[config.mk]
export PLATFORM = sky130hd
export DESIGN_NAME = execute_stage
export DESIGN_NICKNAME = d
export VERILOG_FILES = /design/src/rtl/execute_stage_pkg.sv /design/src/rtl/execute_stage_mul.sv /design/src/rtl/execute_stage.sv
export SDC_FILE = /design/constraint.sdc
export NUM_CORES = 1
export LEC_CHECK = 0
export BUFFER_PORTS_ARGS = -buffer_cell sky130_fd_sc_hd__buf_2
export CORE_UTILIZATION = 25
export DETAILED_ROUTE_END_ITERATION = 12
export GPL_TIMING_DRIVEN = 0
export PLACE_DENSITY = 0.48
export SETUP_SLACK_MARGIN = 0.4
export SLEW_MARGIN = 20
export SYNTH_ARGS = -nofsm -noshare
export SYNTH_HDL_FRONTEND = slang
export SYNTH_SLANG_ARGS = --single-unit
[constraint.sdc]
create_clock -name clk -period 5.4 [get_ports clk]
set_input_delay 0.54 -clock clk [delete_from_list [all_inputs] [get_ports clk]]
set_output_delay 0.54 -clock clk [all_outputs]
set_load 0.1 [all_outputs]
[src/rtl/execute_stage_pkg.sv]
// Shared encodings and types for the execute stage: ALU op codes, forward selects,
// multiplier iteration count and the multiplier FSM state type.
package execute_stage_pkg;

  localparam int DATA_W     = 32;
  localparam int MUL_CYCLES = 32;

  localparam logic [3:0] ALU_AND = 4'b0000;
  localparam logic [3:0] ALU_OR  = 4'b0001;
  localparam logic [3:0] ALU_ADD = 4'b0010;
  localparam logic [3:0] ALU_XOR = 4'b0011;
  localparam logic [3:0] ALU_SUB = 4'b0110;
  localparam logic [3:0] ALU_SLT = 4'b0111;
  localparam logic [3:0] ALU_MUL = 4'b1000;
  localparam logic [3:0] ALU_NOR = 4'b1100;

  localparam logic [1:0] FWD_REG = 2'b00;
  localparam logic [1:0] FWD_WB  = 2'b01;
  localparam logic [1:0] FWD_MEM = 2'b10;

  typedef enum logic [1:0] {
    MUL_IDLE = 2'b00,
    MUL_BUSY = 2'b01,
    MUL_DONE = 2'b10
  } mul_state_e;

  // Select 11 is unused by the hazard unit and falls back to the register file value.
  function automatic logic [DATA_W-1:0] fwd_mux(
    input logic [1:0]        sel,
    input logic [DATA_W-1:0] reg_val,
    input logic [DATA_W-1:0] wb_val,
    input logic [DATA_W-1:0] mem_val
  );
    logic [DATA_W-1:0] res;
    case (sel)
      FWD_WB:  res = wb_val;
      FWD_MEM: res = mem_val;
      default: res = reg_val;
    endcase
    return res;
  endfunction

endpackage

[src/rtl/execute_stage_mul.sv]
// Iterative shift-add multiplier producing the low 32 bits of a*b after MUL_CYCLES steps.
// Operands are captured on start so later changes on a/b do not disturb the result.
module mul_iter
  import execute_stage_pkg::*;
(
  input  logic              clk,
  input  logic              reset,
  input  logic              start,
  input  logic              abort,
  input  logic [DATA_W-1:0] a,
  input  logic [DATA_W-1:0] b,
  output logic              busy,
  output logic              done,
  output logic [DATA_W-1:0] product
);

  localparam int CNT_W = $clog2(MUL_CYCLES);

  mul_state_e        state_q, state_d;
  logic [CNT_W-1:0]  count_q, count_d;
  logic [DATA_W-1:0] mcand_q, mcand_d;
  logic [DATA_W-1:0] mplier_q, mplier_d;
  logic [DATA_W-1:0] prod_q, prod_d;

  always_comb begin
    state_d  = state_q;
    count_d  = count_q;
    mcand_d  = mcand_q;
    mplier_d = mplier_q;
    prod_d   = prod_q;
    case (state_q)
      MUL_IDLE: begin
        if (start) begin
          state_d  = MUL_BUSY;
          count_d  = '0;
          mcand_d  = a;
          mplier_d = b;
          prod_d   = '0;
        end
      end
      MUL_BUSY: begin
        if (mplier_q[0]) begin
          prod_d = prod_q + mcand_q;
        end
        mcand_d  = {mcand_q[DATA_W-2:0], 1'b0};
        mplier_d = {1'b0, mplier_q[DATA_W-1:1]};
        count_d  = count_q + 1'b1;
        if (count_q == CNT_W'(MUL_CYCLES - 1)) begin
          state_d = MUL_DONE;
        end
      end
      MUL_DONE: begin
        state_d = MUL_IDLE;
      end
      default: begin
        state_d = MUL_IDLE;
      end
    endcase
    // Abort wins over everything, including a start in the same cycle.
    if (abort) begin
      state_d  = MUL_IDLE;
      count_d  = '0;
      mcand_d  = '0;
      mplier_d = '0;
      prod_d   = '0;
    end
  end

  always_ff @(posedge clk) begin
    if (reset) begin
      state_q  <= MUL_IDLE;
      count_q  <= '0;
      mcand_q  <= '0;
      mplier_q <= '0;
      prod_q   <= '0;
    end else begin
      state_q  <= state_d;
      count_q  <= count_d;
      mcand_q  <= mcand_d;
      mplier_q <= mplier_d;
      prod_q   <= prod_d;
    end
  end

  assign busy    = (state_q == MUL_BUSY);
  assign done    = (state_q == MUL_DONE);
  assign product = prod_q;

endmodule

[src/rtl/execute_stage.sv]
// Pipeline EX stage: operand forwarding, single-cycle ALU, multi-cycle MUL with stall,
// and the EX/MEM pipeline register (bubbles on stall or flush).
module execute_stage
  import execute_stage_pkg::*;
#(
  parameter int WIDTH = 32
) (
  input  logic             clk,
  input  logic             reset,
  input  logic             reg_wr_en,
  input  logic             mem_wr_en,
  input  logic             mem_to_reg_wr,
  input  logic             alu_src,
  input  logic             reg_dst,
  input  logic [3:0]       alu_ctrl,
  input  logic [WIDTH-1:0] rd1,
  input  logic [WIDTH-1:0] rd2,
  input  logic [WIDTH-1:0] sign_imm,
  input  logic [4:0]       rt_addr,
  input  logic [4:0]       rd_addr,
  input  logic [1:0]       fwd_a_sel,
  input  logic [1:0]       fwd_b_sel,
  input  logic [WIDTH-1:0] mem_fwd_data,
  input  logic [WIDTH-1:0] wb_fwd_data,
  input  logic             flush,
  output logic             ex_mem_reg_wr_en,
  output logic             ex_mem_mem_wr_en,
  output logic             ex_mem_mem_to_reg_wr,
  output logic [4:0]       ex_mem_reg_wr_addr,
  output logic [WIDTH-1:0] ex_mem_alu_result,
  output logic [WIDTH-1:0] ex_mem_mem_wr_data,
  output logic [4:0]       ex_reg_wr_addr,
  output logic             ex_stall
);

  logic [WIDTH-1:0] src_a, fwd_b, src_b, alu_out;
  logic             mul_issue, mul_busy, mul_done;
  logic [WIDTH-1:0] mul_product;

  logic             reg_wr_en_q, reg_wr_en_d;
  logic             mem_wr_en_q, mem_wr_en_d;
  logic             mem_to_reg_wr_q, mem_to_reg_wr_d;
  logic [4:0]       reg_wr_addr_q, reg_wr_addr_d;
  logic [WIDTH-1:0] alu_result_q, alu_result_d;
  logic [WIDTH-1:0] mem_wr_data_q, mem_wr_data_d;

  assign src_a          = fwd_mux(fwd_a_sel, rd1, wb_fwd_data, mem_fwd_data);
  assign fwd_b          = fwd_mux(fwd_b_sel, rd2, wb_fwd_data, mem_fwd_data);
  assign src_b          = alu_src ? sign_imm : fwd_b;
  assign ex_reg_wr_addr = reg_dst ? rd_addr : rt_addr;

  always_comb begin
    alu_out = '0;
    case (alu_ctrl)
      ALU_AND: alu_out = src_a & src_b;
      ALU_OR:  alu_out = src_a | src_b;
      ALU_ADD: alu_out = src_a + src_b;
      ALU_XOR: alu_out = src_a ^ src_b;
      ALU_SUB: alu_out = src_a - src_b;
      ALU_SLT: alu_out = {{(WIDTH-1){1'b0}}, ($signed(src_a) < $signed(src_b))};
      ALU_NOR: alu_out = ~(src_a | src_b);
      default: alu_out = '0;
    endcase
  end

  // The DONE cycle still presents the finished MUL, so it must not re-issue it.
  assign mul_issue = (alu_ctrl == ALU_MUL) && !flush && !mul_busy && !mul_done;
  assign ex_stall  = mul_issue || mul_busy;

  mul_iter u_mul_iter (
    .clk     (clk),
    .reset   (reset),
    .start   (mul_issue),
    .abort   (flush),
    .a       (src_a),
    .b       (src_b),
    .busy    (mul_busy),
    .done    (mul_done),
    .product (mul_product)
  );

  always_comb begin
    reg_wr_en_d     = 1'b0;
    mem_wr_en_d     = 1'b0;
    mem_to_reg_wr_d = 1'b0;
    reg_wr_addr_d   = '0;
    alu_result_d    = '0;
    mem_wr_data_d   = '0;
    if (!flush && !ex_stall) begin
      reg_wr_en_d     = reg_wr_en;
      mem_wr_en_d     = mem_wr_en;
      mem_to_reg_wr_d = mem_to_reg_wr;
      reg_wr_addr_d   = ex_reg_wr_addr;
      alu_result_d    = mul_done ? mul_product : alu_out;
      mem_wr_data_d   = fwd_b;
    end
  end

  always_ff @(posedge clk) begin
    if (reset) begin
      reg_wr_en_q     <= 1'b0;
      mem_wr_en_q     <= 1'b0;
      mem_to_reg_wr_q <= 1'b0;
      reg_wr_addr_q   <= '0;
      alu_result_q    <= '0;
      mem_wr_data_q   <= '0;
    end else begin
      reg_wr_en_q     <= reg_wr_en_d;
      mem_wr_en_q     <= mem_wr_en_d;
      mem_to_reg_wr_q <= mem_to_reg_wr_d;
      reg_wr_addr_q   <= reg_wr_addr_d;
      alu_result_q    <= alu_result_d;
      mem_wr_data_q   <= mem_wr_data_d;
    end
  end

  assign ex_mem_reg_wr_en     = reg_wr_en_q;
  assign ex_mem_mem_wr_en     = mem_wr_en_q;
  assign ex_mem_mem_to_reg_wr = mem_to_reg_wr_q;
  assign ex_mem_reg_wr_addr   = reg_wr_addr_q;
  assign ex_mem_alu_result    = alu_result_q;
  assign ex_mem_mem_wr_data   = mem_wr_data_q;

endmodule

==> results of run 1 <==
-- critical path, stage by stage --
cell and delay (ns):
buf_2 0.09, inv_1 0.04, ha_1 0.29, clkbuf_2 0.20, clkbuf_2 0.24, nor2_1 0.23
a21oi_2 0.09, o21ai_4 0.31, ha_1 0.29, inv_1 0.08, fa_1 0.46, o21bai_1 0.26
a211oi_2 0.15, o221ai_2 0.24, a221oi_2 0.14, buf_4 0.17, o41ai_2 0.18, buf_2 0.26
nand4_1 0.19, a21oi_1 0.18, a311oi_1 0.06, a221oi_1 0.52
-- layout make-up --
type | instances | area [µm²] | share of cell area [%]
repair buffers | 263 | 1330 | 7.71
multi-input cells | 1528 | 9810 | 57.0
clock buffers | 18 | 439 | 2.55
clock inverters | 14 | 225 | 1.31
flip-flops and latches | 175 | 3500 | 20.3
inverters | 112 | 420 | 2.44
well taps | 748 | 936 | 5.43
plain buffers | 137 | 561 | 3.25
-- cells by family after synthesis --
group / count (synthesis) / share of synthesized area [%]
flip-flops: 175 / 24.9
AO/OA/AOI/OAI: 827 / 36.9
XOR/XNOR: 38 / 2.36
adder cells (fa/ha/maj): 136 / 12.2
multiplexers: 11 / 0.825
AND/OR/NAND/NOR: 516 / 16.1
buffers and inverters: 249 / 6.75
-- per-stage QoR --
stage / setup TNS (ns) / utilization, % / cells
2_1_floorplan: 0 / - / 1952
3_3_place_gp: -25.80 / 29.5 / 2958
3_5_place_dp: -13.35 / 29.5 / 2961
4_1_cts: 0 / 30.9 / 2994
5_1_grt: 0 / 31.1 / 2995
6_report: 0 / 31.1 / 2995
-- registers in the layout, summed over array words and instances (netlist names) --
signal                count
ex_mem_mem_wr_data       32
ex_mem_alu_result        32
u_mul_iter.state_q        2
ex_mem_reg_wr_addr        5
u_mul_iter.product       32
u_mul_iter.count_q        5
ex_mem_mem_wr_en          1
ex_mem_mem_to_reg_wr      1
ex_mem_reg_wr_en          1
u_mul_iter.mcand_q       32
u_mul_iter.mplier_q      32
-- power breakdown --
| part | switching, mW | internal, mW |
|---|---|---|
| clock network | 0.641 | 0.803 |
| logic | 1.18 | 0.498 |
| registers | 0.0102 | 1.32 |
-- worst max-delay path by stage --
stage / start / endpoint / slack (ns) / cells past startpoint
floorplan: fwd_b_sel[0] / ex_mem_alu_result[31]$_SDFF_PP0_ / 0.90 / 18
global placement: fwd_b_sel[0] / ex_mem_alu_result[28]$_SDFF_PP0_ / -2.06 / 19
detailed placement: fwd_b_sel[0] / ex_mem_alu_result[27]$_SDFF_PP0_ / -0.92 / 20
CTS: fwd_a_sel[0] / ex_mem_alu_result[30]$_SDFF_PP0_ / 0.37 / 20
global route: fwd_b_sel[0] / ex_mem_alu_result[31]$_SDFF_PP0_ / 0.33 / 19
finish: fwd_b_sel[0] / ex_mem_alu_result[28]$_SDFF_PP0_ / 0.52 / 22
-- layout by cell type, fill, tap and decap left out, drive strengths merged, types with 11 or more instances in the layout --
cell type and count:
a211oi 29, a21o 29, a21oi 263, a221oi 23
a22oi 102, and3 13, buf 288, clkbuf 130
dfxtp 175, ha 133, inv 117, nand2 140
nand2b 11, nand3 13, nor2 233, nor2b 13
nor3 34, o211ai 18, o21ai 174, o21bai 14
o22ai 76, xnor2 24, xor2 14
-- layer usage --
metal | vias to the layer above | share of wire [%] | track usage [%]
li1 | 7701 | - | -
met1 | 7850 | 42 | 30.0
met2 | 753 | 47 | 40.3
met3 | 134 | 7.8 | 5.26
met4 | 4 | 3.9 | 10.5
met5 | - | 0.037 | 0
-- timing repair --
item,in CTS,in global routing
setup endpoints to repair,22,19
buffers inserted,1,1
resized for setup,36,37
pin swaps,1,1
gates cloned,0,0
==> results_dict.tcl, run 1 <==
set metrics [dict create \
    tightest_slew_ns 1.10 \
    p_leak_nw 7.46 \
    finalCritPeriodShare_pct 90.3 \
    ys_top_cells_by_area "dfxtp_1 (25%), ha_1 (12%), a21oi_1 (9.3%), nor2_1 (6.2%), o21ai_0 (6.0%)" \
    cts_sinks 175 \
    final_cell_area_um2 17200 \
    yosysMostFrequentCell "a21oi_1" \
    grt_max_degree 18 \
    synth_edf_count 0 \
    setup_viol 0 \
    maxSlewHeadroom_pct 26.4 \
    grt_pass1_vias 16000 \
    maxCapViolations 0 \
    cts.clk_slew.worst_paths_ns 0.08 \
    grt_use_total_pct 24.3 \
    critPathCaptureType "register" \
    slew_viol_final 0 \
    critical_path_required_ns 5.75 \
    fin_worst_skew_ns 0.0196 \
    cts.path.max_buffers 2 \
    synth-seq-cells 175 \
    clockRootBuffer "clkbuf_16" \
    syn-num-nets 2274 \
    synth_area_um2 14100 \
    path_max_fanout 10 \
    start_util_pct 25.4 \
    wl_um 70200 \
    pre_cts_ws_ns -0.917 \
    synth_cell_type_count 79 \
    antenna_cells 0 \
    drt_iter0_markers 1252 \
    powerDensity_nw_per_um2 258 \
    hp-start "mem_wr_en" \
    drive_gt1_share_pct 16.7 \
    dpl_cell_area_um2 16400 \
    worstSkewPairLatency_ns 0.52 \
    fin_nets 2556 \
    antenna_left 0 \
    yosysSeqAreaShare_pct 24.9 \
    firstDrtPassIters 6 \
    arrival_ns 5.23 \
    wl_per_cell_um 23.4 \
    rr_startpoint "u_mul_iter.mcand_q[0]$_SDFFE_PP0P_" \
    htreeDepth 4 \
    die_area_um2 57300 \
    antenna_found_initial 3 \
    die_h_um 239 \
    drc 0 \
    cts_hold_buffers 0 \
    whs_ns 0.249 \
    yosysWarningCount 0 \
    rsz0062_at_grt "true" \
    area_delta_synth_final_pct 22.2 \
    cts_tree "built" \
    drt-vias-per-instance 5.49 \
    cts_made_buffers 17 \
    holdPathStages 3 \
    holdPathEnd "ex_mem_mem_wr_en$_SDFF_PP0_" \
    worst-setup-path-type "input pin to register" \
    r2r_slack_ns 1.70 \
    cp-start-kind "input pin" \
    status "completed" \
    port_buffers 258 \
    report.power.total_mw 4.45 \
    core_area_um2 55400 \
    rows 86 \
    worstRegToRegCells 12 \
    worst_slack_ns 0.521 \
    dpl.hpwl_um 57100 \
    grt_overflow 0 \
    yosys-top-cells-count "a21oi_1 (261), nor2_1 (233), dfxtp_1 (175), o21ai_0 (169), nand2_1 (140)" \
    max-vdd-ir-drop_v 0.000161 \
    synth_area_per_cell_um2 7.22 \
    synth_top_area_share_pct 24.9 \
    ys.flop_type "dfxtp_1" \
    timing.rr.end "u_mul_iter.product[30]$_SDFFE_PP0P_" \
    timing.fmax_ghz 0.205 \
    hold_violations 0 \
    gp_congestion 0.974 \
    die_w_um 239 \
    ios 264 \
    hold_path.class "input pin to register" \
    synthCells 1952 \
    num-fill-cells 6127 \
    synth_area_leader_cell "dfxtp_1" \
    num_vias 16400 \
    grt_pass1_wl_um 102000 \
    async_flop_share_pct 0 \
    period_minus_slack_ns 4.88 \
]
Power figures use the tool's default switching activity.
==> run 2: changes to the inputs <==
- clock period: 5.4 -> 6.3 ns (I/O delays scaled with it)
==> run 2 against run 1 <==
Total power decreased by 15%. Sequential share of layout area is 0.21 points higher. Clock power fell by 14%. Critical path depth fell by 2.
==> results_dict.tcl, run 2 (synthesis results as in run 1) <==
set metrics [dict create \
    status "completed" \
    dpl_cell_area_um2 16400 \
    num_vias 16400 \
    firstDrtPassIters 6 \
    arrival_ns 6.10 \
    antenna_found_initial 1 \
    slew_viol_final 0 \
    drt-vias-per-instance 5.49 \
    setup_viol 0 \
    dr.max_layer_used "met5" \
    grt_pass1_vias 16000 \
    drc 0 \
    rows 86 \
    hp-start "mem_wr_en" \
    clockRootBuffer "clkbuf_16" \
    met1Wirelength_um 29300 \
    antenna_left 0 \
    cts_tree "built" \
    dr_wl_met3_um 5330 \
    critical_path_required_ns 6.64 \
    cts_sinks 175 \
    period_minus_slack_ns 5.75 \
    hold_violations 0 \
    maxSlewHeadroom_pct 26.3 \
    fin_worst_skew_ns 0.0230 \
    core_area_um2 55400 \
    hold_path.class "input pin to register" \
    r2r_slack_ns 2.63 \
    grt_pass1_wl_um 102000 \
    final_cell_area_um2 17000 \
    p_leak_nw 7.38 \
    die_w_um 239 \
    drt_iter0_markers 1278 \
    timing.fmax_ghz 0.174 \
    rsz0062_at_grt "true" \
    drive_gt1_share_pct 14.9 \
    powerDensity_nw_per_um2 222 \
    postCtsSetupBuffers 0 \
    grt_overflow 0 \
    maxCapViolations 0 \
    worst-setup-path-type "input pin to register" \
    max-vdd-ir-drop_v 0.000138 \
    num-fill-cells 6148 \
    cp-start-kind "input pin" \
    grt_use_total_pct 24.2 \
    holdPathEnd "ex_mem_mem_wr_en$_SDFF_PP0_" \
    grt_max_degree 18 \
    dpl.hpwl_um 57100 \
    rr_startpoint "u_mul_iter.mcand_q[0]$_SDFFE_PP0P_" \
    holdPathStages 3 \
    fin_nets 2554 \
    worstSkewPairLatency_ns 0.52 \
    wl_per_cell_um 23.4 \
    cts.path.max_buffers 2 \
    gp_congestion 0.974 \
    wl_um 70000 \
    critPathCaptureType "register" \
    path_max_fanout 10 \
    wl_met2_um 32700 \
    ios 264 \
    area_delta_synth_final_pct 20.9 \
    worstRegToRegCells 12 \
    start_util_pct 25.4 \
    cts_made_buffers 17 \
    die_h_um 239 \
    cts.clk_slew.worst_paths_ns 0.07 \
    finalCritPeriodShare_pct 91.3 \
    cts_hold_buffers 0 \
    port_buffers 258 \
    htreeDepth 4 \
    antenna_cells 0 \
    timing.rr.end "u_mul_iter.product[30]$_SDFFE_PP0P_" \
    tightest_slew_ns 1.11 \
    layout_commonest_cell "buf_2" \
    final_cell_mix "buf_2 (261), a21oi_1 (260), nor2_1 (233)" \
    die_area_um2 57300 \
    setup-tns-final_ns 0 \
]
## run 2: cell types whose count changed in the layout (fill, tap and decap cells not counted), moves of 3 or more
cell      delta
buf_4        -3
a221oi_1     +3
a21oi_1      +5
clkbuf_2    -10
clkbuf_1    +14
buf_1        +3
a21oi_2      -5
o21ai_0     +16
o21ai_1     -14
buf_2        -6
## run 2: power breakdown
group	total (mW)	switching [mW]	internal [mW]	leakage, nW
clock	1.24	0.552	0.689	0.317
combinational	1.41	0.991	0.414	5.65
sequential	1.14	0.00865	1.13	1.42
total	3.78	1.55	2.23	7.38
## run 2: through the flow
step | setup WS [ns] | utilization, % | power [mW] | cells | hold WS [ns]
final | 0.545 | 30.8 | 3.78 | 2993 | 0.341
after global routing | 0.338 | 30.8 | 3.96 | 2993 | 0.343
after CTS | 0.440 | 30.7 | 3.79 | 2993 | 0.311
after detailed placement | -0.107 | 29.5 | 2.53 | 2961 | 0.479
after global placement | -1.25 | 29.5 | 2.53 | 2958 | 0.472
after floorplan | 1.71 | - | 2.08 | 1952 | 0.449
## run 2: how the worst max path moves through the flow
| stage | from | to | slack [ns] | cells after the start |
|---|---|---|---|---|
| after floorplan | fwd_b_sel[0] | ex_mem_alu_result[31]$_SDFF_PP0_ | 1.71 | 18 |
| after global routing | fwd_b_sel[0] | ex_mem_alu_result[27]$_SDFF_PP0_ | 0.34 | 20 |
| after global placement | fwd_b_sel[0] | ex_mem_alu_result[28]$_SDFF_PP0_ | -1.25 | 19 |
| after detailed placement | fwd_b_sel[0] | ex_mem_alu_result[27]$_SDFF_PP0_ | -0.11 | 20 |
| after CTS | fwd_b_sel[0] | ex_mem_alu_result[30]$_SDFF_PP0_ | 0.44 | 20 |
| final | fwd_b_sel[0] | ex_mem_alu_result[30]$_SDFF_PP0_ | 0.55 | 20 |
## run 2: repair_timing
item                                   4_1_cts  5_1_grt
gates resized for setup                      0        8
endpoints found under the hold margin        0        0
setup endpoints to repair                    0        9
## run 2: layout make-up
type / count / area (µm²) / share of cell area [%]
Multi-Input combinational cell: 1528 / 9670 / 56.7
Inverter: 112 / 420 / 2.47
Clock inverter: 14 / 225 / 1.32
Clock buffer: 18 / 439 / 2.58
Buffer: 137 / 537 / 3.15
Tap cell: 748 / 936 / 5.49
Timing Repair Buffer: 261 / 1310 / 7.70
Sequential cell: 175 / 3500 / 20.6
## run 2: per-layer routing
metal / global-route usage, % / vias to the layer above
met5: 0 / -
met4: 10.3 / 2
met3: 5.36 / 133
met2: 40.4 / 788
met1: 29.9 / 7815
li1: - / 7682
## run 2: critical path, stage by stage
cell and delay [ns]:
buf_2 0.09, inv_1 0.04, ha_1 0.27, clkbuf_1 0.37
clkbuf_1 0.43, nor2_1 0.14, a21oi_1 0.26, o21ai_2 0.21
ha_1 0.29, fa_1 0.49, nand2b_1 0.19, a21oi_1 0.29
o21ai_1 0.22, a211oi_1 0.48, o31ai_1 0.23, a31oi_1 0.38
a21o_1 0.19, a21oi_1 0.12, mux2i_1 0.18, a2111oi_2 0.57
==> run 3: changes to the inputs <==
- ABC_AREA: default -> 1
==> run 3 against run 2 <==
Wire length increased by 14%. Critical path depth unchanged. Total power increased by 10%. Sequential share of layout area decreased by 1.9 points. Clock power decreased by 8%. Via count increased by 15%. Maximum frequency increased by 16%. Cell area increased by 10%. Setup slack improved by 0.81 ns. Synthesized cell count increased by 36%. Largest power group unchanged. Highest routed layer unchanged.
==> results_dict.tcl, run 3 <==
set metrics [dict create \
    status "completed" \
    core_area_um2 62200 \
    htreeDepth 4 \
    area_delta_synth_final_pct 18.7 \
    tightest_slew_ns 1.24 \
    postCtsSetupBuffers 0 \
    critical_path_required_ns 6.65 \
    finalCritPeriodShare_pct 78.4 \
    grt_overflow 0 \
    cts_tree "built" \
    ys_top_cells_by_area "dfxtp_1 (22%), nand2_1 (18%), ha_1 (11%), inv_1 (8.4%), a21oi_1 (6.3%)" \
    cts.path.max_buffers 2 \
    p_leak_nw 9.23 \
    yosysMostFrequentCell "nand2_1" \
    yosysWarningCount 0 \
    syn-num-nets 2969 \
    cts_made_buffers 17 \
    antenna_found_initial 4 \
    dpl.hpwl_um 67500 \
    critPathCaptureType "register" \
    path_max_fanout 10 \
    synthCells 2647 \
    maxCapViolations 0 \
    layout_commonest_cell "nand2_1" \
    worstSkewPairLatency_ns 0.49 \
    ys.flop_type "dfxtp_1" \
    ios 264 \
    max_stage_delay_ns 0.65 \
    ctsResizeCount 0 \
    grt_use_total_pct 24.8 \
    hold_violations 0 \
    max-vdd-ir-drop_v 0.000224 \
    gp_congestion 0.990 \
    synth_cell_type_count 48 \
    period_minus_slack_ns 4.94 \
    yosys-top-cells-count "nand2_1 (766), inv_1 (356), nor2_1 (251), a21oi_1 (198), nand3_1 (190)" \
    cp-start-kind "input pin" \
    final_cell_mix "nand2_1 (766), inv_1 (356), buf_2 (316)" \
    setup_viol 0 \
    synth_top_area_share_pct 22.1 \
    fin_worst_skew_ns 0.0193 \
    grt_max_degree 19 \
    antenna_left 0 \
    synth-seq-cells 175 \
    arrival_ns 5.29 \
    synth_area_leader_cell "dfxtp_1" \
    slew_viol_final 0 \
    rows 91 \
    die_h_um 254 \
    cts_hold_buffers 0 \
    worst-setup-path-type "input pin to register" \
    synth_area_per_cell_um2 5.98 \
    grt_pass1_wl_um 116000 \
    grt_util_met2_pct 39.6 \
    wl_um 80100 \
    drt_iter0_markers 1725 \
    hold_path.class "input pin to register" \
    wl_per_cell_um 21.2 \
    drc 0 \
    grt_busiest_layer "met2" \
    whs_ns 0.336 \
    grtUsageMet1_pct 32.3 \
    drive_gt1_share_pct 12.8 \
    timing.fmax_ghz 0.202 \
    powerDensity_nw_per_um2 221 \
    clockRootBuffer "clkbuf_16" \
    synth_area_um2 15800 \
    slowest_stage "ha_1" \
    start_util_pct 25.5 \
    num_vias 18900 \
    async_flop_share_pct 0 \
    setup-tns-final_ns 0 \
    yosysSeqAreaShare_pct 22.1 \
    use_met3_pct 4.15 \
    drt-vias-per-instance 5.00 \
    die_area_um2 64400 \
    synth_edf_count 0 \
    die_w_um 254 \
    port_buffers 262 \
    grt_pass1_vias 17900 \
    maxSlewHeadroom_pct 16.4 \
    cts.clk_slew.worst_paths_ns 0.09 \
    fin_nets 3250 \
    firstDrtPassIters 6 \
    crit_chain "buf_2 -> inv_1 -> ha_1 -> inv_2 -> clkbuf_1 -> o21ai_0 -> nand2_1 -> o21ai_0 -> ha_1 -> inv_1 -> nand2_1 -> nand2_1 -> inv_1 -> nand2_1 -> inv_1 -> nand3_1 -> o21ai_0 -> a21oi_1 -> o21ai_0 -> a21oi_1" \
    rsz0062_at_grt "false" \
    cts_sinks 175 \
]
-- run 3: cell count changes in the layout (fill, tap and decap cells not counted), moves of 20 or more --
cell and change:
buf_2 +55, clkbuf_1 -53, nand2_1 +626, a21oi_1 -62, o21ai_1 +20, nand3_1 +177
a21o_1 -21, xnor2_1 -23, a221o_1 +26, o22ai_1 -49, a221oi_1 +21, a22oi_1 -75
inv_1 +244
-- run 3: logic make-up after synthesis --
group                    Yosys count  share of synthesized area [%]
flip-flops                       175                           22.1
adder cells (fa/ha/maj)          136                           10.9
AND/OR/NAND/NOR                 1275                           33.0
XOR/XNOR                           4                          0.221
buffers and inverters            488                           12.2
AO/OA/AOI/OAI                    569                           21.6
-- run 3: metrics by stage --
stage	cells	utilization, %	setup WS (ns)	instance area (µm²)	power (mW)
3_3_place_gp	3746	29.3	0.901	18200	3.01
6_report	3779	30.2	1.36	18800	4.16
3_5_place_dp	3746	29.3	0.926	18200	3.00
4_1_cts	3777	30.2	1.45	18800	4.15
2_1_floorplan	2647	-	2.99	15800	2.35
5_1_grt	3778	30.2	1.24	18800	4.37
-- run 3: where the power goes --
group | leakage (nW) | internal, mW | total [mW] | switching [mW]
combinational | 7.51 | 0.461 | 1.88 | 1.42
sequential | 1.42 | 1.13 | 1.14 | 0.00835
clock | 0.296 | 0.567 | 1.14 | 0.574
total | 9.23 | 2.16 | 4.16 | 2.00
-- run 3: critical path, delay by kind of cell --
family                   cells  cell delay [ns]
buffers and inverters        7             1.22
adder cells (fa/ha/maj)      2             0.98
AND/OR/NAND/NOR              5             0.74
AO/OA/AOI/OAI                6             1.69
-- run 3: routing by layer --
layer | vias to the layer above | routed length, µm
li1 | 9257 | -
met1 | 8678 | 35600
met2 | 831 | 35100
met3 | 127 | 5590
met4 | 2 | 3750
met5 | - | 13
-- run 3: final cells by class --
class                   count  area [µm²]
repair buffers            262        1310
inverters                 364        1370
diodes                      2        5.00
clock buffers              17         425
multi-input cells        1984       10400
flip-flops and latches    175        3500
fillers                  7229       43400
clock inverters            14         171
plain buffers             124         562
well taps                 837        1050
-- run 3: worst paths after layout --
| kind | from | endpoint | slack, ns | cells after the start |
|---|---|---|---|---|
| max | fwd_b_sel[0] | ex_mem_alu_result[11]$_SDFF_PP0_ | 1.36 | 20 |
| min | mem_to_reg_wr | ex_mem_mem_to_reg_wr$_SDFF_PP0_ | 0.34 | 3 |
| max reg2reg | u_mul_iter.state_q[1]$_SDFFE_PP0P_ | ex_mem_mem_wr_data[20]$_SDFF_PP0_ | 3.28 | 7 |
| min reg2reg | u_mul_iter.count_q[4]$_SDFFE_PP0P_ | u_mul_iter.count_q[4]$_SDFFE_PP0P_ | 0.49 | 2 |
